[src/rtl/diffeq_loop_ctrl.sv]
// diffeq_loop_ctrl
// Iteration controller for a single-step differential-equation engine.
// It latches the initial state and constants from the host, then launches
// the engine repeatedly. After each step it feeds u1/x1/y1 back as the
// next u/x/y and continues while the engine's continue flag is set. A run
// also ends when it reaches the iteration limit or when a step times out.
// At the end of a run the final state is returned with a one-cycle done pulse.
//
// Ports:
//   clk_i, rst_ni           clock, asynchronous active-low reset
//   start_i                 host run request, sampled only in IDLE
//   u0_i..three_i           initial state and constants, latched on start
//   done_o                  one-cycle end-of-run pulse
//   u_out_o/x_out_o/y_out_o final state, held until the next accepted start
//   iter_count_o            completed engine steps in the last run
//   limit_hit_o, timeout_o  run-termination reasons
//   step_start_o            engine start pulse
//   step_*_o                engine operands, stable from KICK until step_done
//   step_done_i             engine done
//   step_u1_i..step_y1_i    engine results
//   step_c_i                engine continue flag
module diffeq_loop_ctrl #(
  parameter int WIDTH    = 32,
  parameter int MAX_ITER = 1024,
  parameter int TIMEOUT  = 64
) (
  input  logic                    clk_i,
  input  logic                    rst_ni,
  input  logic                    start_i,
  input  logic signed [WIDTH-1:0] u0_i,
  input  logic signed [WIDTH-1:0] x0_i,
  input  logic signed [WIDTH-1:0] y0_i,
  input  logic signed [WIDTH-1:0] dx_i,
  input  logic signed [WIDTH-1:0] a_i,
  input  logic signed [WIDTH-1:0] three_i,
  output logic                    done_o,
  output logic signed [WIDTH-1:0] u_out_o,
  output logic signed [WIDTH-1:0] x_out_o,
  output logic signed [WIDTH-1:0] y_out_o,
  output logic [15:0]             iter_count_o,
  output logic                    limit_hit_o,
  output logic                    timeout_o,
  output logic                    step_start_o,
  output logic signed [WIDTH-1:0] step_u_o,
  output logic signed [WIDTH-1:0] step_x_o,
  output logic signed [WIDTH-1:0] step_y_o,
  output logic signed [WIDTH-1:0] step_dx_o,
  output logic signed [WIDTH-1:0] step_a_o,
  output logic signed [WIDTH-1:0] step_three_o,
  input  logic                    step_done_i,
  input  logic signed [WIDTH-1:0] step_u1_i,
  input  logic signed [WIDTH-1:0] step_x1_i,
  input  logic signed [WIDTH-1:0] step_y1_i,
  input  logic                    step_c_i
);

  localparam int CW = $clog2(TIMEOUT);
  localparam logic [CW-1:0] TMO_LAST = CW'(TIMEOUT - 1);
  localparam logic [15:0]   ITER_MAX = 16'(MAX_ITER);

  typedef enum logic [1:0] {IDLE, KICK, WAIT_STEP, FINISH} state_t;

  state_t                  state_q;
  logic                    done_q;
  logic                    step_start_q;
  logic                    limit_hit_q;
  logic                    timeout_q;
  logic [15:0]             iter_q;
  logic [15:0]             iter_d;
  logic [CW-1:0]           tmo_cnt_q;
  logic signed [WIDTH-1:0] u_q, x_q, y_q;
  logic signed [WIDTH-1:0] dx_q, a_q, three_q;
  logic signed [WIDTH-1:0] u_out_q, x_out_q, y_out_q;

  // The step count after the step that is completing now. This value
  // decides whether the loop continues.
  assign iter_d = iter_q + 16'd1;

  // The FSM and all of its registered outputs. step_start and done are
  // set on the edge that enters KICK or FINISH. As a result they are high
  // for exactly the cycle spent in that state.
  always_ff @(posedge clk_i or negedge rst_ni) begin
    if (!rst_ni) begin
      state_q      <= IDLE;
      done_q       <= 1'b0;
      step_start_q <= 1'b0;
      limit_hit_q  <= 1'b0;
      timeout_q    <= 1'b0;
      iter_q       <= '0;
      tmo_cnt_q    <= '0;
      u_q          <= '0;
      x_q          <= '0;
      y_q          <= '0;
      dx_q         <= '0;
      a_q          <= '0;
      three_q      <= '0;
      u_out_q      <= '0;
      x_out_q      <= '0;
      y_out_q      <= '0;
    end else begin
      done_q       <= 1'b0;
      step_start_q <= 1'b0;
      case (state_q)
        IDLE: begin
          if (start_i) begin
            u_q          <= u0_i;
            x_q          <= x0_i;
            y_q          <= y0_i;
            dx_q         <= dx_i;
            a_q          <= a_i;
            three_q      <= three_i;
            iter_q       <= '0;
            limit_hit_q  <= 1'b0;
            timeout_q    <= 1'b0;
            step_start_q <= 1'b1;
            state_q      <= KICK;
          end
        end
        KICK: begin
          tmo_cnt_q <= '0;
          state_q   <= WAIT_STEP;
        end
        WAIT_STEP: begin
          // A step_done that arrives on the terminal-count cycle still
          // counts as a completed step. It takes priority over the timeout.
          if (step_done_i) begin
            u_q     <= step_u1_i;
            x_q     <= step_x1_i;
            y_q     <= step_y1_i;
            u_out_q <= step_u1_i;
            x_out_q <= step_x1_i;
            y_out_q <= step_y1_i;
            iter_q  <= iter_d;
            if (step_c_i && (iter_d < ITER_MAX)) begin
              step_start_q <= 1'b1;
              state_q      <= KICK;
            end else begin
              limit_hit_q <= step_c_i;
              done_q      <= 1'b1;
              state_q     <= FINISH;
            end
          end else if (tmo_cnt_q == TMO_LAST) begin
            timeout_q <= 1'b1;
            u_out_q   <= u_q;
            x_out_q   <= x_q;
            y_out_q   <= y_q;
            done_q    <= 1'b1;
            state_q   <= FINISH;
          end else begin
            tmo_cnt_q <= tmo_cnt_q + 1'b1;
          end
        end
        FINISH: begin
          state_q <= IDLE;
        end
        default: begin
          state_q <= IDLE;
        end
      endcase
    end
  end

  assign done_o       = done_q;
  assign step_start_o = step_start_q;
  assign limit_hit_o  = limit_hit_q;
  assign timeout_o    = timeout_q;
  assign iter_count_o = iter_q;
  assign u_out_o      = u_out_q;
  assign x_out_o      = x_out_q;
  assign y_out_o      = y_out_q;
  assign step_u_o     = u_q;
  assign step_x_o     = x_q;
  assign step_y_o     = y_q;
  assign step_dx_o    = dx_q;
  assign step_a_o     = a_q;
  assign step_three_o = three_q;

endmodule
[config.mk]
export PLATFORM = sky130hd
export DESIGN_NAME = diffeq_loop_ctrl
export DESIGN_NICKNAME = d
export VERILOG_FILES = /design/src/rtl/diffeq_loop_ctrl.sv
export SDC_FILE = /design/constraint.sdc
export NUM_CORES = 1
export LEC_CHECK = 0
export ABC_AREA = 1
export BUFFER_PORTS_ARGS = -buffer_cell sky130_fd_sc_hd__clkbuf_2
export CELL_PAD_IN_SITES_DETAIL_PLACEMENT = 0
export CELL_PAD_IN_SITES_GLOBAL_PLACEMENT = 1
export CORE_AREA = 2 2 233 235
export DETAILED_ROUTE_END_ITERATION = 8
export DIE_AREA = 0 0 235 237
export PLACE_DENSITY = 0.75
export SYNTH_ARGS = -nofsm -noshare
export SYNTH_HDL_FRONTEND = slang
export SYNTH_SLANG_ARGS = --single-unit
[constraint.sdc]
create_clock -name clk_i -period 1.6 [get_ports clk_i]
set_input_delay 0.32 -clock clk_i [delete_from_list [all_inputs] [get_ports clk_i]]
set_output_delay 0.32 -clock clk_i [all_outputs]
set_load 0.02 [all_outputs]
==> impl_metrics.tcl <==
set metrics [dict create \
    relSlewSlack_pct 72.23 \
    min_path_type "input pin to flop" \
    criticalPathCategory "flop to flop" \
    cts_inserted_buffers 38 \
    core_area_mm2 0.05328 \
    syn-instance-count 1629 \
    clkPwrFrac_pct 19.5 \
    arrival_ns 2.15 \
    io_pins 601 \
    final.setup.tns_ns -7.181 \
    pre_cts_ws_ns -0.08642 \
    use_met2_pct 32.92 \
    drtPass1Iterations 5 \
    port_buffers 600 \
    seq_area_frac_synth_pct 57.85 \
    syn_area_per_cell_um2 8.390 \
    path_clk_slew_ns 0.06 \
    post_drt_wl_per_cell_um 17.90 \
    syn_nets 1924 \
    dr_total_vias 14971 \
    worst_pin_slew_ns 0.4166 \
    leakage_uw 0.01123 \
    drv_cap 0 \
    cpMaxStageDelayCell "dfrtp_1" \
    cp-end-kind "flop" \
    h-tree-depth 2 \
    crit_required_ns 2.04 \
    max_stage_delay_ns 0.40 \
    area_delta_synth_final_pct 63.16 \
    fmax_mhz 585.2 \
    hold_violations 0 \
    cts.path.max_buffers 3 \
    die_y_um 237 \
    swShare_pct 44.32 \
    die_w_um 235 \
    critPathTopFamily "buffers and inverters" \
    drc 0 \
    path_buf_inv 3 \
    p_int_uw 25280 \
    placed_cells 2923 \
    power.density_mw_per_mm2 2036 \
    dieArea_mm2 0.05570 \
    peakVddDrop_v 0.0008502 \
    drt_iter0_drc 789 \
    dpl.hpwl_um 39670 \
    rsz0062_at_grt "yes" \
    antenna_found_initial 4 \
    grtUsageTotal_pct 19.45 \
    synth_area_mm2 0.01367 \
    grt_use_met3_pct 5.759 \
    pwr-share-comb_pct 48.5 \
    crit_path_max_fanout 7 \
    dpl_cell_area_mm2 0.01821 \
    hold_ws_ns 0.03082 \
    grt_pass1_wl_um 85800 \
    yosys_register_bits 316 \
    nets 2785 \
    ant_nets 0 \
    drive_above_1_share_pct 34.56 \
    grt-ovfl-total 0 \
    clock_latency_ns 0.55 \
    start_util_pct 25.65 \
    use_met1_pct 23.48 \
    setup_slack_ns -0.1087 \
    cp_common_cell "nor2_4" \
    avgViaCountPerCell 4.657 \
    top_usage_layer "met2" \
    worstSetupStartpointType "flop" \
    pwr-share-seq_pct 31.9 \
    most-common-layout-cells "nand2_1, clkbuf_2, dfrtp_1, dlygate4sd3_1, a31oi_1" \
    cts_tree "yes" \
    setup_viol 137 \
    outcome "finished, violations left" \
    cts_sinks 316 \
    first_global_vias 14869 \
    drv_slew 0 \
    layoutNonFillerInstCount 3215 \
    drt-total-wl_um 57530 \
    grt_max_degree 81 \
    fin_crit_sh_pct 106.8 \
    period_minus_slack_ns 1.709 \
    skew_ns 0.02237 \
    gp_congestion 0.8391 \
    rows 85 \
    final_common_cell "nand2_1" \
    fin_area_mm2 0.02230 \
    cts_root_buf "clkbuf_16" \
    worstPathCellList "ha_4, nand4_4, nor2_4, nor2_4, nor2_4, buf_12, buf_12, clkbuf_16, nor2_4, a31oi_1" \
    ys_types 33 \
    violations "negative setup slack" \
    yosys_warnings 0 \
    netSwitchingPower_uw 20120 \
]
-- layer usage --
metal,share of wire [%],vias to the layer above
met3,8.5,103
met1,40,7188
li1,-,7013
met4,3.3,2
met5,0.014,-
met2,48,665
-- worst register-to-register path: cells and delay by family, from the launching register on --
| kind | cells | cell delay [ns] |
|---|---|---|
| buffers and inverters | 3 | 0.49 |
| and+or+nand+nor | 5 | 0.42 |
| DFF | 1 | 0.40 |
| adders and majority gates | 1 | 0.16 |
| AOI/OAI and AO/OA | 1 | 0.14 |
-- sequential cells by signal, summed over array words and instances (netlist names), 16 cells and up --
name / cells
x_out_o: 32
step_x_o: 32
y_out_o: 32
u_out_o: 32
step_dx_o: 32
step_y_o: 32
step_a_o: 32
step_three_o: 32
step_u_o: 32
iter_count_o: 16
-- synthesized netlist by cell type, drive strengths merged --
| cell type | count | share of area, % |
|---|---|---|
| nand2 | 723 | 20 |
| dfrtp | 316 | 58 |
| nor2 | 207 | 5.9 |
| a31oi | 176 | 8.1 |
| buf | 65 | 2.9 |
| clkbuf | 40 | 1.1 |
| inv | 26 | 0.71 |
| a22oi | 17 | 0.93 |
| a21oi | 11 | 0.40 |
| nand3 | 11 | 0.44 |
| o21ai | 11 | 0.40 |
| nor3 | 6 | 0.22 |
| nand4 | 5 | 0.27 |
| a211oi | 2 | 0.11 |
| a22o | 2 | 0.13 |
| and3 | 2 | 0.092 |
| ha | 2 | 0.18 |
| o22ai | 2 | 0.092 |
| a32o | 1 | 0.073 |
| clkinv | 1 | 0.027 |
| o21bai | 1 | 0.082 |
| o31ai | 1 | 0.055 |
| xor2 | 1 | 0.064 |
-- kinds of logic after synthesis --
kind of cell    Yosys count  share of synthesized area (%)
compound gates          224                          10.34
xor+xnor                  1                        0.06409
fa+ha+maj                 2                         0.1831
buf+inv                 132                          4.760
flops                   316                          57.85
simple gates            954                          26.80
-- layout make-up --
cell class                      count  area, um2
Clock inverter                      7      92.59
Inverter                           27      105.1
Multi-Input combinational cell   1181       5423
Sequential cell                   316       7913
Timing Repair Buffer              926       6718
Antenna cell                        2      5.005
Fill cell                        5244      30980
Clock buffer                       60       1175
Tap cell                          696      870.8
-- through the flow --
stage / util (%) / total power (uW)
6_report: 41.86 / 45400
2_1_floorplan: - / 25840
3_5_place_dp: 34.18 / 34600
5_1_grt: 41.86 / 48170
3_3_place_gp: 34.18 / 34210
4_1_cts: 40.67 / 44490
-- power by group through the flow --
stage	clock, uW	sequential [uW]	combinational (uW)
global placement	0	14200	20000
finish	8870	14500	22000
global route	9440	15000	23800
detailed placement	0	14400	20200
CTS	9150	14300	21000
floorplan	0	18500	7380
-- final timing paths --
path                         startpoint            to  slack (ns)  depth (start not counted)
min in group asynchronous        rst_ni  step_y_o[10]        0.22                          2
hold reg to reg            step_a_o[24]  step_a_o[24]        0.48                          2
max in group asynchronous        rst_ni  step_a_o[28]        0.67                          3
setup / recovery           tmo_cnt_q[1]   u_out_o[22]       -0.11                         10
hold / removal                  a_i[22]  step_a_o[22]        0.03                          3
setup reg to reg           tmo_cnt_q[1]   u_out_o[22]       -0.11                         10
-- timing repair --
action	4_1_cts	5_1_grt
hold buffers	189	0
setup buffers	12	14
resized for setup	41	89
setup endpoints to repair	168	218
hold endpoints to repair	277	0
pin swaps	3	5
cloned	1	7
Note: power is estimated with default switching activity, not from simulation.
